<file path="src/rtl/fetch_mem_bridge_pkg.sv">
// ----------------------------------------------------------------------------
// fetch_pkg
// Shared definitions for the fetch memory bridge: FSM state encodings,
// halfword byte offsets on the external bus and the bit slices of the
// assembled instruction word (opcode in the upper half, k16 in the lower).
// ----------------------------------------------------------------------------
package fetch_pkg;

    typedef enum logic [1:0] {
        FB_IDLE  = 2'b00,
        FB_RD_HI = 2'b01,
        FB_RD_LO = 2'b10
    } fb_state_e;

    // Byte offset of each halfword within a 32-bit word.
    localparam logic [1:0] HW_HI = 2'b00;
    localparam logic [1:0] HW_LO = 2'b10;

    // Slices of the assembled word: OPC_HI = [31:16], K16_LO = [15:0].
    localparam int OPC_HI_MSB = 31;
    localparam int OPC_HI_LSB = 16;
    localparam int K16_LO_MSB = 15;
    localparam int K16_LO_LSB = 0;

endpackage

</file>
<file path="src/rtl/fetch_mem_bridge_if.sv">
// ----------------------------------------------------------------------------
// fetch_mem_bridge_if
// External 16-bit read bus between the fetch bridge and memory.
//   bus_rd    : read strobe, level, held until bus_ack
//   bus_addr  : halfword byte address
//   bus_ack   : read data valid this cycle
//   bus_rdata : read data
// Modports: master (bridge side), slave (memory side).
// ----------------------------------------------------------------------------
interface fetch_mem_bridge_if #(
    parameter int ADDR_W = 16
);
    logic              bus_rd;
    logic [ADDR_W-1:0] bus_addr;
    logic              bus_ack;
    logic [15:0]       bus_rdata;

    modport master (
        output bus_rd,
        output bus_addr,
        input  bus_ack,
        input  bus_rdata
    );

    modport slave (
        input  bus_rd,
        input  bus_addr,
        output bus_ack,
        output bus_rdata
    );
endinterface

</file>
<file path="src/rtl/fetch_mem_bridge_line_buf.sv">
// ----------------------------------------------------------------------------
// fetch_line_buf
// One-line instruction buffer: tag, 32-bit data and valid flag, with the hit
// comparator and the halfword fill/invalidate controls.
// Ports:
//   clk, a_rst     : clock, asynchronous active-low reset
//   i_req, i_tag   : current fetch request and its word tag
//   i_idle         : controller is idle (hits only allowed then)
//   i_wr_hi        : write opcode half from i_wdata
//   i_wr_lo        : write k16 half, tag and valid (completes the fill)
//   i_wdata        : halfword from the bus
//   i_fill_tag     : tag of the line being filled
//   i_fill_vld     : valid value committed with the final halfword
//   i_inval        : clear valid
//   o_hit, o_data  : hit indication and registered line data
// ----------------------------------------------------------------------------
module fetch_line_buf
    import fetch_pkg::*;
#(
    parameter int TAG_W = 14
) (
    input  logic             clk,
    input  logic             a_rst,
    input  logic             i_req,
    input  logic [TAG_W-1:0] i_tag,
    input  logic             i_idle,
    input  logic             i_wr_hi,
    input  logic             i_wr_lo,
    input  logic [15:0]      i_wdata,
    input  logic [TAG_W-1:0] i_fill_tag,
    input  logic             i_fill_vld,
    input  logic             i_inval,
    output logic             o_hit,
    output logic [31:0]      o_data
);

    logic             r_valid;
    logic [TAG_W-1:0] r_tag;
    logic [31:0]      r_data;

    always_ff @(posedge clk or negedge a_rst) begin
        if (!a_rst) begin
            r_valid <= 1'b0;
            r_tag   <= '0;
            r_data  <= '0;
        end else begin
            if (i_wr_hi) begin
                r_data[OPC_HI_MSB:OPC_HI_LSB] <= i_wdata;
            end
            // The final halfword commits tag and valid together; an aborted
            // fill still writes data but leaves the line invalid.
            if (i_wr_lo) begin
                r_data[K16_LO_MSB:K16_LO_LSB] <= i_wdata;
                r_tag                         <= i_fill_tag;
                r_valid                       <= i_fill_vld;
            end else if (i_inval) begin
                r_valid <= 1'b0;
            end
        end
    end

    assign o_hit  = i_req & r_valid & (r_tag == i_tag) & i_idle;
    assign o_data = r_data;

endmodule

</file>
<file path="src/rtl/fetch_mem_bridge.sv">
// ----------------------------------------------------------------------------
// fetch_mem_bridge
// Serves 32-bit instruction-word fetches from a one-line buffer. A miss
// performs two 16-bit external reads (opcode half, then k16 half) and holds
// the core until the word is buffered. Flush invalidates the line, or marks
// an in-flight fill as aborted so its result is not kept valid.
// Ports:
//   clk, a_rst  : clock, asynchronous active-low reset
//   fetch_req   : fetch request this cycle
//   fetch_addr  : byte address, bits [1:0] ignored
//   flush       : invalidate the line buffer
//   fetch_opc   : buffered word {opcode, k16}
//   hold        : stall for fetch/decode
//   miss_cnt    : saturating miss counter
//   bus         : external read bus (master side)
// ----------------------------------------------------------------------------
module fetch_mem_bridge
    import fetch_pkg::*;
#(
    parameter int ADDR_W = 16,
    parameter int CNT_W  = 16
) (
    input  logic              clk,
    input  logic              a_rst,
    input  logic              fetch_req,
    input  logic [ADDR_W-1:0] fetch_addr,
    input  logic              flush,
    output logic [31:0]       fetch_opc,
    output logic              hold,
    output logic [CNT_W-1:0]  miss_cnt,
    fetch_mem_bridge_if.master bus
);

    localparam int TAG_W = ADDR_W - 2;

    fb_state_e        r_state;
    fb_state_e        w_state_nxt;
    logic [TAG_W-1:0] r_pend_tag;
    logic             r_abort;
    logic [CNT_W-1:0] r_miss_cnt;

    logic             w_hit;
    logic             w_miss;
    logic             w_wr_hi;
    logic             w_wr_lo;
    logic             w_idle;
    logic             w_unused_addr_lsb;

    function automatic logic [CNT_W-1:0] sat_inc(input logic [CNT_W-1:0] v);
        return (&v) ? v : v + CNT_W'(1);
    endfunction

    assign w_idle            = (r_state == FB_IDLE);
    assign w_unused_addr_lsb = ^fetch_addr[1:0];

    fetch_line_buf #(
        .TAG_W (TAG_W)
    ) u_line_buf (
        .clk        (clk),
        .a_rst      (a_rst),
        .i_req      (fetch_req),
        .i_tag      (fetch_addr[ADDR_W-1:2]),
        .i_idle     (w_idle),
        .i_wr_hi    (w_wr_hi),
        .i_wr_lo    (w_wr_lo),
        .i_wdata    (bus.bus_rdata),
        .i_fill_tag (r_pend_tag),
        .i_fill_vld (~(r_abort | flush)),
        .i_inval    (flush & w_idle),
        .o_hit      (w_hit),
        .o_data     (fetch_opc)
    );

    always_comb begin
        w_state_nxt  = r_state;
        w_miss       = 1'b0;
        w_wr_hi      = 1'b0;
        w_wr_lo      = 1'b0;
        bus.bus_rd   = 1'b0;
        bus.bus_addr = '0;
        case (r_state)
            FB_IDLE: begin
                if (fetch_req && !w_hit) begin
                    w_miss      = 1'b1;
                    w_state_nxt = FB_RD_HI;
                end
            end
            FB_RD_HI: begin
                bus.bus_rd   = 1'b1;
                bus.bus_addr = {r_pend_tag, HW_HI};
                if (bus.bus_ack) begin
                    w_wr_hi     = 1'b1;
                    w_state_nxt = FB_RD_LO;
                end
            end
            FB_RD_LO: begin
                bus.bus_rd   = 1'b1;
                bus.bus_addr = {r_pend_tag, HW_LO};
                if (bus.bus_ack) begin
                    w_wr_lo     = 1'b1;
                    w_state_nxt = FB_IDLE;
                end
            end
            default: w_state_nxt = FB_IDLE;
        endcase
    end

    always_ff @(posedge clk or negedge a_rst) begin
        if (!a_rst) begin
            r_state    <= FB_IDLE;
            r_pend_tag <= '0;
            r_abort    <= 1'b0;
            r_miss_cnt <= '0;
        end else begin
            r_state <= w_state_nxt;
            if (w_miss) begin
                r_pend_tag <= fetch_addr[ADDR_W-1:2];
                r_abort    <= 1'b0;
                r_miss_cnt <= sat_inc(r_miss_cnt);
            end else if (flush && !w_idle) begin
                // Fill keeps running to bus_ack; only its valid commit is dropped.
                r_abort <= 1'b1;
            end
        end
    end

    assign hold     = fetch_req & ~w_hit;
    assign miss_cnt = r_miss_cnt;

endmodule

</file>
<file path="src/flat_wrapper.sv">
// flat-port wrapper written by rule: the top's interface ports become plain ports
module fetch_mem_bridge_flat import fetch_pkg::*;
#(
    parameter int ADDR_W = 16,
    parameter int CNT_W  = 16
)
  (clk, a_rst, fetch_req, fetch_addr, flush, fetch_opc, hold, miss_cnt, bus_bus_rd, bus_bus_addr, bus_bus_ack, bus_bus_rdata);
  fetch_mem_bridge_if #(.ADDR_W(ADDR_W)) bus_i ();
  input  logic clk;
  input  logic a_rst;
  input  logic fetch_req;
  input  logic [ADDR_W-1:0] fetch_addr;
  input  logic flush;
  output logic [31:0] fetch_opc;
  output logic hold;
  output logic [CNT_W-1:0] miss_cnt;
  output wire logic [$bits(bus_i.bus_rd)-1:0] bus_bus_rd;
  output wire logic [$bits(bus_i.bus_addr)-1:0] bus_bus_addr;
  input wire logic [$bits(bus_i.bus_ack)-1:0] bus_bus_ack;
  input wire logic [$bits(bus_i.bus_rdata)-1:0] bus_bus_rdata;
  assign bus_bus_rd = bus_i.bus_rd;
  assign bus_bus_addr = bus_i.bus_addr;
  assign bus_i.bus_ack = bus_bus_ack;
  assign bus_i.bus_rdata = bus_bus_rdata;
  fetch_mem_bridge #(.ADDR_W(ADDR_W), .CNT_W(CNT_W)) u_core (.clk(clk), .a_rst(a_rst), .fetch_req(fetch_req), .fetch_addr(fetch_addr), .flush(flush), .fetch_opc(fetch_opc), .hold(hold), .miss_cnt(miss_cnt), .bus(bus_i));
endmodule
</file>
<file path="config.mk">
export PLATFORM = sky130hd
export DESIGN_NAME = fetch_mem_bridge_flat
export DESIGN_NICKNAME = d
export VERILOG_FILES = /design/src/rtl/fetch_mem_bridge_pkg.sv /design/src/rtl/fetch_mem_bridge_if.sv /design/src/rtl/fetch_mem_bridge_line_buf.sv /design/src/rtl/fetch_mem_bridge.sv /design/src/flat_wrapper.sv
export SDC_FILE = /design/constraint.sdc
export NUM_CORES = 1
export LEC_CHECK = 0
export CAP_MARGIN = 20
export CORE_MARGIN = 2
export CORE_UTILIZATION = 48
export CTS_CLUSTER_SIZE = 40
export DETAILED_ROUTE_END_ITERATION = 8
export PLACE_DENSITY = 0.8
export SYNTH_ARGS = -nofsm -noshare
export SYNTH_HDL_FRONTEND = slang
export SYNTH_SLANG_ARGS = --single-unit
</file>
<file path="constraint.sdc">
create_clock -name clk -period 2.2 [get_ports clk]
set_input_delay 0.44 -clock clk [delete_from_list [all_inputs] [get_ports clk]]
set_output_delay 0.44 -clock clk [all_outputs]
set_load 0.05 [all_outputs]
</file>
; Word level (Yosys, flattened, before mapping)
; Cells that the tools add are included.
[totals]
ff_bits = 80
in_bits = 37
wordCells = 50
[classes]
addsub = 1
eq_ne = 6
n_mux = 15
bitwise = 9
reduce_logical = 11
[op_table]
columns = operator, n
row1 = 16-bit one-hot mux with 2 select lines, 1
row2 = "16-bit by 1-bit adder with 16-bit output, second input constant", 1
row3 = 16-bit AND reduction, 1
row4 = 14-bit == test, 1
row5 = 1-bit two-way mux, 10
row6 = 2-bit two-way mux, 3
row7 = 2-bit one-hot mux with 3 select lines, 1
row8 = 1-bit AND, 5
row9 = "2-bit != test, second input constant", 2
row10 = 2-bit nonzero test, 2
row11 = 1-bit inverter, 3
row12 = 3-bit AND reduction, 1
row13 = "2-bit by 1-bit == test with 1-bit output, second input constant", 1
row14 = "2-bit == test, second input constant", 1
row15 = 1-bit logical AND, 2
row16 = 1-bit logical NOT, 2
row17 = 2-bit logical NOT, 1
row18 = "2-bit by 1-bit != test with 1-bit output, second input constant", 1
row19 = 2-bit AND reduction, 1
row20 = 2-bit OR reduction, 1
row21 = 1-bit OR, 1

; Longest topological paths before layout
[logic_depth]
word_depth = 8
ltp_mapped = 9
mapped_depth_nobuf = 7

; Cells and area by module
; From an unflattened synthesis, not the netlist that was laid out.
[unflattened]
cells_unflattened = 298
hier_area_um2 = 3601.0
[modules_own_cells]
columns = mod, instances, cells_each, area_per_inst_um2
row1 = fetch_line_buf, 1, 122, 1914.3
row2 = fetch_mem_bridge, 1, 176, 1686.6

; Least setup slack after synthesis
; Ideal clock, no wire load.
[synth_path]
path_kind = reg2out
from = reg u_core.r_state[1]
to = out bus_bus_addr[10]
arrival_ns = 1.950
setup_slack_ns = -0.190
stages_incl_launch_ff = 6
n_path_buf = 1
cell_sequence = dfrtp_1 inv_1 ha_1 nor2b_1 clkbuf_1 and2_1
[synth_between]
elab_chain_cells = 2
word_cells_on_any_way = 3
cone_classes = eq/ne: 2 / mux: 1
[synth_rtl]
columns = item, line
row1 = start: declaration, fetch_mem_bridge.sv:36  ; fb_state_e r_state;
row2 = start signal: assignment, fetch_mem_bridge.sv:115  ; r_state <= w_state_nxt;
row3 = 2-bit == test or 2-bit by 1-bit == test with 1-bit output (tied branches), fetch_mem_bridge.sv:81  ; case (r_state)
row4 = 16-bit one-hot mux with 2 select lines *, fetch_mem_bridge.sv:81
row5 = end: declaration, flat_wrapper.sv:18  ; output wire logic [$bits(bus_i.bus_addr)-1:0] bus_bus_addr;
; Every way passes the cells marked *; elsewhere a longest branch is shown, timed or not.

; Worst setup path after layout
[layout_path]
from = reg u_core.u_line_buf.r_tag[12]
to = out hold
[layout_between]
elab_chain_cells = 5
[layout_rtl]
columns = item, line
row1 = start: declaration, fetch_mem_bridge_line_buf.sv:38  ; logic [TAG_W-1:0] r_tag;
row2 = start signal: assignment, fetch_mem_bridge_line_buf.sv:54  ; r_tag <= i_fill_tag;
row3 = 14-bit == test, fetch_mem_bridge_line_buf.sv:62  ; assign o_hit = i_req & r_valid & (r_tag == i_tag) & i_idle;
row4 = 1-bit AND (2 in series), fetch_mem_bridge_line_buf.sv:62
row5 = 1-bit inverter, fetch_mem_bridge.sv:127  ; assign hold = fetch_req & ~w_hit;
row6 = 1-bit AND, fetch_mem_bridge.sv:127
row7 = end: declaration, flat_wrapper.sv:15  ; output logic hold;
; Every way passes these cells.

==> results by stage <==
Placement:
- The total instance count after detailed placement is 474.
- The congestion estimate from routability-driven global placement came to 0.779.
- The post-placement cell area is 0.00496 mm².
- The post-detailed-placement half-perimeter wirelength is 5820 µm.
- In this run the tool buffered the top-level ports with 99 buffer cells.

STA:
- Once routing completed, OpenROAD measured the worst setup slack at -0.0187 ns.
- Measured against its own limit, the worst slew margin works out to 0.634.
- The worst-margin pin slew is 0.548 ns.
- Setup violations remaining at the end of the flow were counted as 1.
- The minimum clock period is 2.22 ns.
- The number of pins exceeding their max-slew limit in the final report is 0.
- The fmax is 0.451 GHz.
- The final setup skew is 0.0109 ns.
- The final hold violation count is 0.
- Setup repair after global routing could not meet its margin everywhere.
- The fraction of the cycle the final worst path needs is 1.01.

Clock tree:
- The insertion delay to the later sink of the worst-skew pair is 0.34 ns.
- For this design, the sink count on the clock tree is 80.
- TritonCTS built the clock tree.
- CTS built an H-tree with a depth of 3.
- The buffer depth of the longest clock path is 2.
- TritonCTS created 9 clock buffers.
- After clock tree synthesis, the clock-pin slew on the worst setup and hold paths is 0.08 ns.
- The library cell used as clock root buffer is sky130_fd_sc_hd__clkbuf_8.

Finish:
- For this run, the share of the core covered by cells in the final layout is 0.730.
- The most common cell after layout, fill and taps aside is sky130_fd_sc_hd__dfrtp_1.
- The finished layout holds 495 standard cells, fillers aside.
- The post-layout net count is 434.
- The area growth from synthesis to layout is 46.8%.
- In the layout the commonest cells are sky130_fd_sc_hd__dfrtp_1, sky130_fd_sc_hd__clkdlybuf4s50_1, sky130_fd_sc_hd__mux2_2.
- The footprint of the multi-input gates is 0.00164 mm².
- With fillers left out, the area of the finished cells amounts to 0.00529 mm².
- The sequential cells in the finished layout cover a total of 0.00200 mm².
- The number of antenna diodes in the final layout is 0.
- The share of cells above drive strength 1 is 0.364.
- After filler insertion, the fill cell instance count of the layout stands at 495.

Routing:
- The average wire per standard cell is 16.8 µm.
- In the routed design, unresolved DRC markers number 0.
- After detailed routing, the total wire length is 8320 µm.
- Dividing the detail-routed via count by the number of cells gives 5.23.
- The detailed router placed 2591 vias in this run.
- The residual antenna-violating net count after detailed routing is 0.
- The pre-antenna-repair detailed-routing pass consisted of 4 iterations.
- After the first detailed-routing iteration, the DRC count stood at 88.

Global route:
- The global-route wire length before repair is 13900 µm.
- The overall routing resource usage is 0.212.
- Summed over all layers, the global routing overflow is 0.
- The largest net degree at the start of global routing is 42.
- The via count of the first global-routing pass came to 2808.
- The number of antenna violations at the first check in global routing is 0.

Synth:
- The synthesized design contains 80 register bits.
- The largest area contributor in the netlist is sky130_fd_sc_hd__dfrtp_1.
- In the synthesized netlist the async set-or-reset flop fraction comes to 1.00.
- When the netlist entered floorplanning its net count stood at 315.
- For this run, the register share of the synthesized area comes to 0.555.
- Ranked by total cell area, the synthesized netlist is headed by sky130_fd_sc_hd__dfrtp_1, sky130_fd_sc_hd__mux2_2, sky130_fd_sc_hd__mux2_4.
- During synthesis, Yosys emitted a total of 0 warnings.
- The number of different library cells used by synthesis comes to 35.
- The post-synthesis cell area is 0.00361 mm².
- The mean instance size in the synthesized netlist is 13.3 µm².
- Counting every instance in the synthesized netlist gives 272.
- Of the post-synthesis cell area, the dominant cell type holds 0.555.
- Yosys mapped a number of flops with a built-in enable equal to 0.
- The most used flip-flop cell after synthesis is sky130_fd_sc_hd__dfrtp_1.

Pwr:
- The analysis attributes to cell leakage a power of 2.30 nW.
- The worst-case IR drop observed on VDD is 0.00104 V.
- The total power after layout is 8.58 mW.
- In this run the power density over the cells is 1620 mW/mm².

Run:
- The max-cap check violation count is 0.

Floorplan:
- Measured along the x axis, the die boundary spans 90.7 µm.
- The initialized floorplan defines 31 standard-cell rows.
- For this configuration, the core starts out at a cell density of 0.497.
- The die span in y is 90.7 µm.
- In this run the count of I/O pins placed on the die edge is 103.
- The core region is 0.00725 mm².
- The die footprint is 0.00822 mm².

Outcome:
- The run finished, with violations left.
- The final reports fail on setup timing.

Setup path:
- The arrival time of the worst setup path is 1.78 ns.
- The maximum fanout count along the critical path is 2.
- The worst setup path is captured at a primary output.
- The critical path is of the reg -> out type.
- At the worst endpoint, the required time is 1.76 ns.
- The worst setup path is launched from a register.

Worst hold path:
- The kind of path behind the tightest hold check is in -> async.
==> per-stage QoR <==
stage	setup TNS, ns	hold WS, ns	worst slack (ns)
CTS	-0.0395	0.101	-0.0395
global route	-0.201	0.119	-0.0965
detailed placement	-8.65	0.466	-0.382
finish	-0.0187	0.0871	-0.0187
floorplan	0	0.144	0.0283
global placement	-5.06	0.459	-0.260
==> cell families after synthesis <==
group           count (synthesis)  share of synthesized area
compound gates                  8                     0.0153
simple gates                   73                      0.119
xor+xnor                       28                     0.0680
fa+ha+maj                       6                     0.0208
buf+inv                        15                     0.0212
mux                            61                      0.200
other cells                     1                    0.00104
flops                          80                      0.555
==> state kept, by name, summed over array words and instances, names as in the netlist <==
signal and count:
u_core.miss_cnt 16, u_core.r_abort 1, u_core.r_pend_tag 14, u_core.r_state 2, u_core.u_line_buf.o_data 32, u_core.u_line_buf.r_tag 14
u_core.u_line_buf.r_valid 1
==> layout make-up <==
type                            instances  share of cell area
Inverter                                3             0.00213
Multi-Input combinational cell        177               0.310
Clock inverter                          6             0.00804
Clock buffer                           10              0.0260
Timing Repair Buffer                  120               0.252
Tap cell                               99              0.0234
Sequential cell                        80               0.378
==> synth_stat cells (2+ instances only) <==
cell type	number
sky130_fd_sc_hd__nand3_1	10
sky130_fd_sc_hd__xnor2_1	14
sky130_fd_sc_hd__nand2_1	6
sky130_fd_sc_hd__o22ai_1	2
sky130_fd_sc_hd__nor3b_1	2
sky130_fd_sc_hd__inv_1	3
sky130_fd_sc_hd__nand3b_1	2
sky130_fd_sc_hd__and4_1	3
sky130_fd_sc_hd__buf_6	2
sky130_fd_sc_hd__ha_1	6
sky130_fd_sc_hd__nor2_1	6
sky130_fd_sc_hd__buf_1	3
sky130_fd_sc_hd__and3_1	8
sky130_fd_sc_hd__dfrtp_1	80
sky130_fd_sc_hd__mux2_2	52
sky130_fd_sc_hd__nor4_1	4
sky130_fd_sc_hd__mux2_4	9
sky130_fd_sc_hd__clkbuf_1	5
sky130_fd_sc_hd__xor2_1	14
sky130_fd_sc_hd__nand4_1	10
sky130_fd_sc_hd__and2_1	17
==> worst max-delay path, cell delays in order (launching register included) <==
cell                      delay (ns)
sky130_fd_sc_hd__dfrtp_1        0.40
sky130_fd_sc_hd__xor2_1         0.17
sky130_fd_sc_hd__nor4_2         0.33
sky130_fd_sc_hd__nand4_1        0.19
sky130_fd_sc_hd__and2_4         0.21
sky130_fd_sc_hd__buf_8          0.14
==> timing repair <==
action / CTS / global route
setup endpoints to repair: 18 / 15
pin swaps: 8 / 5
hold buffers: 0 / 0
buffers inserted: 2 / 3
cloned: 0 / 0
resized for setup: 23 / 20
==> worst paths after layout <==
kind,startpoint,to,slack [ns],cells after the start
max in group asynchronous,a_rst,u_core.r_pend_tag[3]$_DFFE_PN0P_,1.61,2
min,a_rst,u_core.u_line_buf.o_data[17]$_DFFE_PN0P_,0.09,1
max reg2reg,u_core.u_line_buf.r_tag[12]$_DFFE_PN0P_,u_core.miss_cnt[1]$_DFFE_PN0P_,0.11,8
min reg2reg,u_core.u_line_buf.o_data[9]$_DFFE_PN0P_,u_core.u_line_buf.o_data[9]$_DFFE_PN0P_,0.50,1
max,u_core.u_line_buf.r_tag[12]$_DFFE_PN0P_,hold,-0.02,5
min in group clk,fetch_addr[2],u_core.r_pend_tag[0]$_DFFE_PN0P_,0.41,2
==> report_power, final <==
group	total (mW)	switching [mW]	internal, mW	leakage, nW
combinational	5.03	2.79	2.23	1.24
clock	0.984	0.541	0.443	0.0887
sequential	2.57	0.444	2.12	0.975
==> layer usage <==
| metal | global-route usage | up-vias | share of wire |
|---|---|---|---|
| met4 | 0.0833 | 0 | 0.022 |
| li1 | - | 1193 | - |
| met3 | 0.0359 | 16 | 0.032 |
| met1 | 0.262 | 1313 | 0.40 |
| met5 | 0 | - | 0 |
| met2 | 0.370 | 69 | 0.54 |
Power figures use the tool's default switching activity.
